<file path="config.mk">
export PLATFORM = sky130hd
export DESIGN_NAME = wram_xfer_engine
export DESIGN_NICKNAME = d
export VERILOG_FILES = /design/src/rtl/wram_xfer_engine.sv
export SDC_FILE = /design/constraint.sdc
export NUM_CORES = 1
export LEC_CHECK = 0
export ABC_AREA = 1
export BUFFER_PORTS_ARGS = -buffer_cell sky130_fd_sc_hd__buf_2
export CAP_MARGIN = 30
export CORE_MARGIN = 4
export CORE_UTILIZATION = 53
export CTS_BUF_LIST = sky130_fd_sc_hd__clkbuf_4 sky130_fd_sc_hd__clkbuf_8 sky130_fd_sc_hd__clkbuf_16
export CTS_CLUSTER_DIAMETER = 80
export CTS_CLUSTER_SIZE = 12
export DETAILED_ROUTE_END_ITERATION = 6
export PLACE_DENSITY = 0.86
export SETUP_SLACK_MARGIN = 0.4
export SLEW_MARGIN = 20
export SYNTH_ARGS = -nofsm -noshare
export SYNTH_HDL_FRONTEND = slang
export SYNTH_SLANG_ARGS = --single-unit
</file>
<file path="constraint.sdc">
create_clock -name i_clk -period 3.6 [get_ports i_clk]
set_input_delay 0.72 -clock i_clk [delete_from_list [all_inputs] [get_ports i_clk]]
set_output_delay 0.72 -clock i_clk [all_outputs]
set_load 0.01 [all_outputs]
</file>
<file path="src/rtl/wram_xfer_engine.sv">
// WRAM window copy engine: moves SIZE bytes between a byte stream and WRAM through the toggle-style RV request port.
// Build macro WRAM_XFER_CHECKSUM_EN adds a 16-bit wrapping byte sum on o_checksum (tied to zero otherwise).
module wram_xfer_engine #(
    parameter logic [22:0] BASE_ADDR = 23'h706000,
    parameter int          SIZE      = 'h2000,
    parameter int          CNT_W     = 14
) (
    input  logic        i_clk,
    input  logic        i_reset,
    input  logic        i_start,
    input  logic        i_dir_save,
    input  logic        i_abort,
    input  logic [7:0]  i_in_data,
    input  logic        i_in_valid,
    output logic        o_in_ready,
    output logic [7:0]  o_out_data,
    output logic        o_out_valid,
    input  logic        i_out_ready,
    output logic [22:0] o_rv_addr,
    output logic        o_rv_word,
    output logic [31:0] o_rv_wdata,
    output logic [1:0]  o_rv_ds,
    output logic [3:0]  o_rv_wstrb,
    output logic        o_rv_req,
    input  logic        i_rv_req_ack,
    input  logic [15:0] i_rv_dout,
    output logic        o_wram_load_ongoing,
    output logic        o_wram_save_ongoing,
    output logic        o_busy,
    output logic        o_done,
    output logic        o_error,
    output logic [15:0] o_checksum,
    output logic [2:0]  o_state
);

    // Stream handshakes: a byte moves at the clock edge where valid && ready are both high;
    // o_out_valid holds with stable o_out_data until i_out_ready (only an abort withdraws it).
    typedef enum logic [2:0] {
        S_IDLE  = 3'd0,
        S_SYNC  = 3'd1,
        S_FETCH = 3'd2,
        S_ISSUE = 3'd3,
        S_WAIT  = 3'd4,
        S_EMIT  = 3'd5,
        S_DONE  = 3'd6
    } state_t;

    state_t           state;
    state_t           state_nxt;
    logic [CNT_W-1:0] idx;
    logic             dir_save;
    logic             err_r;
    logic             rv_req;
    logic [7:0]       byte_r;
    logic [22:0]      rv_addr;
    logic [31:0]      rv_wdata;
    logic [1:0]       rv_ds;
    logic [3:0]       rv_wstrb;
    logic             req_done;
    logic             last_idx;
    logic             idx_inc;
    logic             xfer;
    logic [7:0]       rd_byte;

    assign req_done = (i_rv_req_ack == rv_req);
    assign last_idx = (idx == CNT_W'(SIZE - 1));
    assign rd_byte  = idx[0] ? i_rv_dout[15:8] : i_rv_dout[7:0];

    always_ff @(posedge i_clk) begin
        if (i_reset) begin
            state <= S_SYNC;
        end else begin
            state <= state_nxt;
        end
    end

    always_comb begin
        state_nxt = state;
        case (state)
            S_IDLE:  if (i_start) state_nxt = i_dir_save ? S_ISSUE : S_FETCH;
            S_SYNC:  state_nxt = S_IDLE;
            S_FETCH: begin
                if (i_abort)         state_nxt = S_DONE;
                else if (i_in_valid) state_nxt = S_ISSUE;
            end
            S_ISSUE: state_nxt = i_abort ? S_DONE : S_WAIT;
            // An abort never cuts a request short: the ack is always collected first.
            S_WAIT: begin
                if (req_done) begin
                    if (i_abort)       state_nxt = S_DONE;
                    else if (dir_save) state_nxt = S_EMIT;
                    else if (last_idx) state_nxt = S_DONE;
                    else               state_nxt = S_FETCH;
                end
            end
            S_EMIT: begin
                if (i_abort)          state_nxt = S_DONE;
                else if (i_out_ready) state_nxt = last_idx ? S_DONE : S_ISSUE;
            end
            S_DONE:  state_nxt = S_IDLE;
            default: state_nxt = S_IDLE;
        endcase
    end

    assign idx_inc = ((state == S_WAIT) && (state_nxt == S_FETCH)) ||
                     ((state == S_EMIT) && (state_nxt == S_ISSUE));

    always_ff @(posedge i_clk) begin
        if (i_reset) begin
            idx      <= '0;
            dir_save <= 1'b0;
            err_r    <= 1'b0;
            rv_req   <= 1'b0;
            byte_r   <= 8'h00;
            rv_addr  <= 23'h0;
            rv_wdata <= 32'h0;
            rv_ds    <= 2'b00;
            rv_wstrb <= 4'b0000;
        end else begin
            if (state == S_SYNC) begin
                rv_req <= i_rv_req_ack;
            end
            if ((state == S_IDLE) && i_start) begin
                dir_save <= i_dir_save;
                idx      <= '0;
                err_r    <= 1'b0;
            end else if (idx_inc) begin
                idx <= idx + 1'b1;
            end
            if ((state_nxt == S_DONE) && (state != S_DONE) && i_abort) begin
                err_r <= 1'b1;
            end
            if ((state == S_FETCH) && !i_abort && i_in_valid) begin
                byte_r <= i_in_data;
            end
            if ((state == S_WAIT) && req_done && dir_save) begin
                byte_r <= rd_byte;
            end
            // Request fields are only written here, so they stay put until the ack.
            if ((state == S_ISSUE) && !i_abort) begin
                rv_req   <= ~rv_req;
                rv_addr  <= BASE_ADDR + 23'(idx);
                rv_wdata <= {4{byte_r}};
                rv_ds    <= idx[0] ? 2'b10 : 2'b01;
                rv_wstrb <= dir_save ? 4'b0000 : (4'b0001 << idx[1:0]);
            end
        end
    end

`ifdef WRAM_XFER_CHECKSUM_EN
    logic [15:0] csum;

    always_ff @(posedge i_clk) begin
        if (i_reset) begin
            csum <= 16'h0000;
        end else if ((state == S_IDLE) && i_start) begin
            csum <= 16'h0000;
        end else if ((state == S_FETCH) && !i_abort && i_in_valid) begin
            csum <= csum + {8'h00, i_in_data};
        end else if ((state == S_WAIT) && req_done && dir_save) begin
            csum <= csum + {8'h00, rd_byte};
        end
    end

    assign o_checksum = csum;
`else
    assign o_checksum = 16'h0000;
`endif

    // SYNC counts as not busy so every output reads zero coming out of reset.
    assign xfer                = (state == S_FETCH) || (state == S_ISSUE) ||
                                 (state == S_WAIT)  || (state == S_EMIT);
    assign o_busy              = (state != S_IDLE) && (state != S_SYNC);
    assign o_in_ready          = (state == S_FETCH) && !i_abort;
    assign o_out_valid         = (state == S_EMIT) && !i_abort;
    assign o_out_data          = byte_r;
    assign o_wram_load_ongoing = xfer && !dir_save;
    assign o_wram_save_ongoing = xfer && dir_save;
    assign o_done              = (state == S_DONE);
    assign o_error             = (state == S_DONE) && err_r;
    assign o_rv_req            = rv_req;
    assign o_rv_addr           = rv_addr;
    assign o_rv_word           = rv_addr[1];
    assign o_rv_wdata          = rv_wdata;
    assign o_rv_ds             = rv_ds;
    assign o_rv_wstrb          = rv_wstrb;
    assign o_state             = state;

endmodule

</file>
==> qor.txt <==
share of cells above drive strength 1 = 31.68%
minimum clock period = 2.462 ns
synthesized flop and latch total = 57
GRT Residual Overflow = 0
Worst setup SP type = flip-flop
final setup fails = 0
Synth area leaders = dfxtp_1 35%, buf_4 12%, nand2_1 9.8%
maximum root-to-sink buffer count = 2
RSZ-0062 raised after global routing = no
number of global-route vias before repair = 2775
Resized cells post-CTS = 0
Inst Count DP = 583
Max-Cap Viols = 0
crit path DAT = 2.64 ns
GRT Total Usage = 21.78%
synth warn = 0
setup_tns = 0 ns
first-pass GRT wire length = 12980 um
Setup Slack @ Placement = 0.9504 ns
crit path kind = reg -> reg
Ports = 129
Worst Clk Skew = 0.006306 ns
Final Non-Filler Cells = 599
period utilization = 68.39%
number of synthesized flops with an enable pin = 0
Port-buffer cells = 108
Slew @ Worst Pin = 0.8604 ns
router iterations before antenna repair = 5
critical path fanouts, max = 15
standard-cell row count = 28
Clock Pin Slew Worst Setup and Hold Paths = 0.07 ns
pin count of the biggest net entering global routing = 32
Synth-to-Final Area Change = 14.13%
Max Freq = 406.2 MHz
antenna viol nets, final = 0
Final Hold Fails = 0
Critical Path RT = 3.78 ns
Post-CTS Setup Inserts = 0
antenna violations before repair = 0
Slew Limit Headroom = 42.58%
vias = 3212
fin util = 62.64%
Post-CTS Hold Fix Bufs = 0
DP Area = 3493 um2
Syn Inst Count = 448
n_diodes = 0
Yosys top cell by area = dfxtp_1
Seq/Total Area, Yosys = 35.12%
wirelength, routed = 8659 um
Final Wtd Congestion = 0.8985
Slew Limit Fails = 0
Sink Count = 57
Root Buffer = clkbuf_8
routed length per instance = 14.46 um
leakage power = 0.001757 uW
Clock Latency Late Sink = 0.33 ns
DR DRC count = 0
synthesized cell area = 3249 um2
worst vdd ir = 0.0002396 V
Starting Density = 54.88%
die outline width = 86.30 um
Final nets = 555
status = completed
Die H = 86.30 um
initial DRC count = 307
Hold WC Path Type = reg -> reg
Mapped Avg Cell Area = 7.253 um2
Setup crit end kind = flip-flop
Final Instance Area = 3709 um2
Die ar. = 7448 um2
core area = 5921 um2
htree depth = 3
post-synth top area share = 35.12%
most frequent cells after synthesis = 85 x nand2_1, 57 x dfxtp_1, 53 x buf_4
ys async rst share = 0%
Netlist cell types = 35
final worst setup slack = 1.138 ns
Power Dens Cells = 438.4 nW/um2
Detailed Place HPWL = 6235 um
top-count cell post-synth = nand2_1
CTS tree = built
Num CTS Buffers = 9
most common flop cell mapped by yosys = dfxtp_1
via-per-instance ratio = 5.362
[power by group]
part | switching, uW | internal (uW) | leakage, uW
clock | 248 | 391 | 0.000114
combinational | 200 | 96.2 | 0.00118
sequential | 29.1 | 661 | 0.000461
[cell type report]
class	instances	area, um2
Fill cell	555	2212
Multi-Input combinational cell	308	1579
Sequential cell	57	1141
Timing Repair Buffer	110	555.5
Clock buffer	14	180.2
Inverter	33	123.9
Tap cell	75	93.84
Clock inverter	2	35.03
[cell families (layout without fill, tap and decap cells)]
group,after synthesis,in the layout,synth area share (%)
xor gates and xnor gates,8,8,2.156
adders and majority gates,4,4,1.540
and+or+nand+nor,194,194,28.38
AOI/OAI and AO/OA,82,82,14.21
DFF,57,57,35.12
other,1,20,0.1154
buffers and inverters,102,159,18.48
[worst max-delay path, cell delays in order (launching register included)]
cell	delay (ns)
dfxtp_1	0.61
nor2_1	0.11
nand4_1	0.12
nand2_1	0.07
inv_2	0.05
nand2_2	0.05
o21ai_2	0.51
nand3_2	0.52
nand2_2	0.18
a21oi_1	0.08
[worst paths after layout]
check	startpoint	endpoint	slack (ns)	cells after the start
max	o_state[0]$_SDFF_PP1_	idx[6]$_SDFFE_PP0P_	1.14	9
min	o_out_data[6]$_SDFFE_PP0P_	o_rv_wdata[30]$_SDFFE_PP0P_	0.46	2
max reg2reg	o_state[0]$_SDFF_PP1_	idx[6]$_SDFFE_PP0P_	1.14	9
min reg2reg	o_out_data[6]$_SDFFE_PP0P_	o_rv_wdata[30]$_SDFFE_PP0P_	0.46	2
[sequential cells by signal, indices dropped and copies added (netlist names)]
signal      cells
o_state         3
o_rv_req        1
idx            14
o_rv_wdata      8
o_rv_wstrb      4
o_out_data      8
o_rv_addr      16
err_r           1
dir_save        1
o_rv_ds         1
[placed cells by master (no fill, tap or decap)]
cell type / synthesis / routed
buf_2: 3 / 108
nand2_1: 85 / 85
dfxtp_1: 57 / 57
nor2_1: 43 / 43
a21oi_1: 34 / 34
o21ai_0: 29 / 29
inv_1: 25 / 25
nand4_1: 21 / 21
conb_1: 1 / 20
nand2_2: 13 / 13
nand3_1: 13 / 13
clkbuf_8: 0 / 12
inv_2: 8 / 8
xor2_1: 8 / 8
nor3_1: 5 / 5
a31oi_1: 5 / 5
nand3_2: 4 / 4
nor2_2: 4 / 4
a21oi_2: 4 / 4
ha_1: 4 / 4
o211ai_1: 3 / 3
o21ai_2: 2 / 2
o21ai_1: 2 / 2
clkbuf_4: 0 / 2
buf_4: 53 / 2
nor4_1: 1 / 1
nor3_4: 1 / 1
nand4_2: 1 / 1
o21bai_1: 1 / 1
nand4_4: 1 / 1
and2_1: 1 / 1
nor2_4: 1 / 1
a21oi_4: 1 / 1
o22ai_1: 1 / 1
bufinv_16: 0 / 1
clkinv_2: 0 / 1
[per-layer routing]
| metal | wire length [um] | track usage (%) |
|---|---|---|
| met3 | 800 | 5.038 |
| met4 | 120 | 6.516 |
| met1 | 3415 | 26.19 |
| met5 | 0 | 0 |
| met2 | 4323 | 38.61 |
[per-stage QoR]
step           hold WS (ns)  power [uW]
2_1_floorplan        0.4515       940.3
3_3_place_gp         0.4464       988.1
3_5_place_dp         0.4490       995.7
5_1_grt              0.4785        1692
6_report             0.4601        1626
4_1_cts              0.4611        1622
Note: power is estimated with default switching activity, not from simulation.
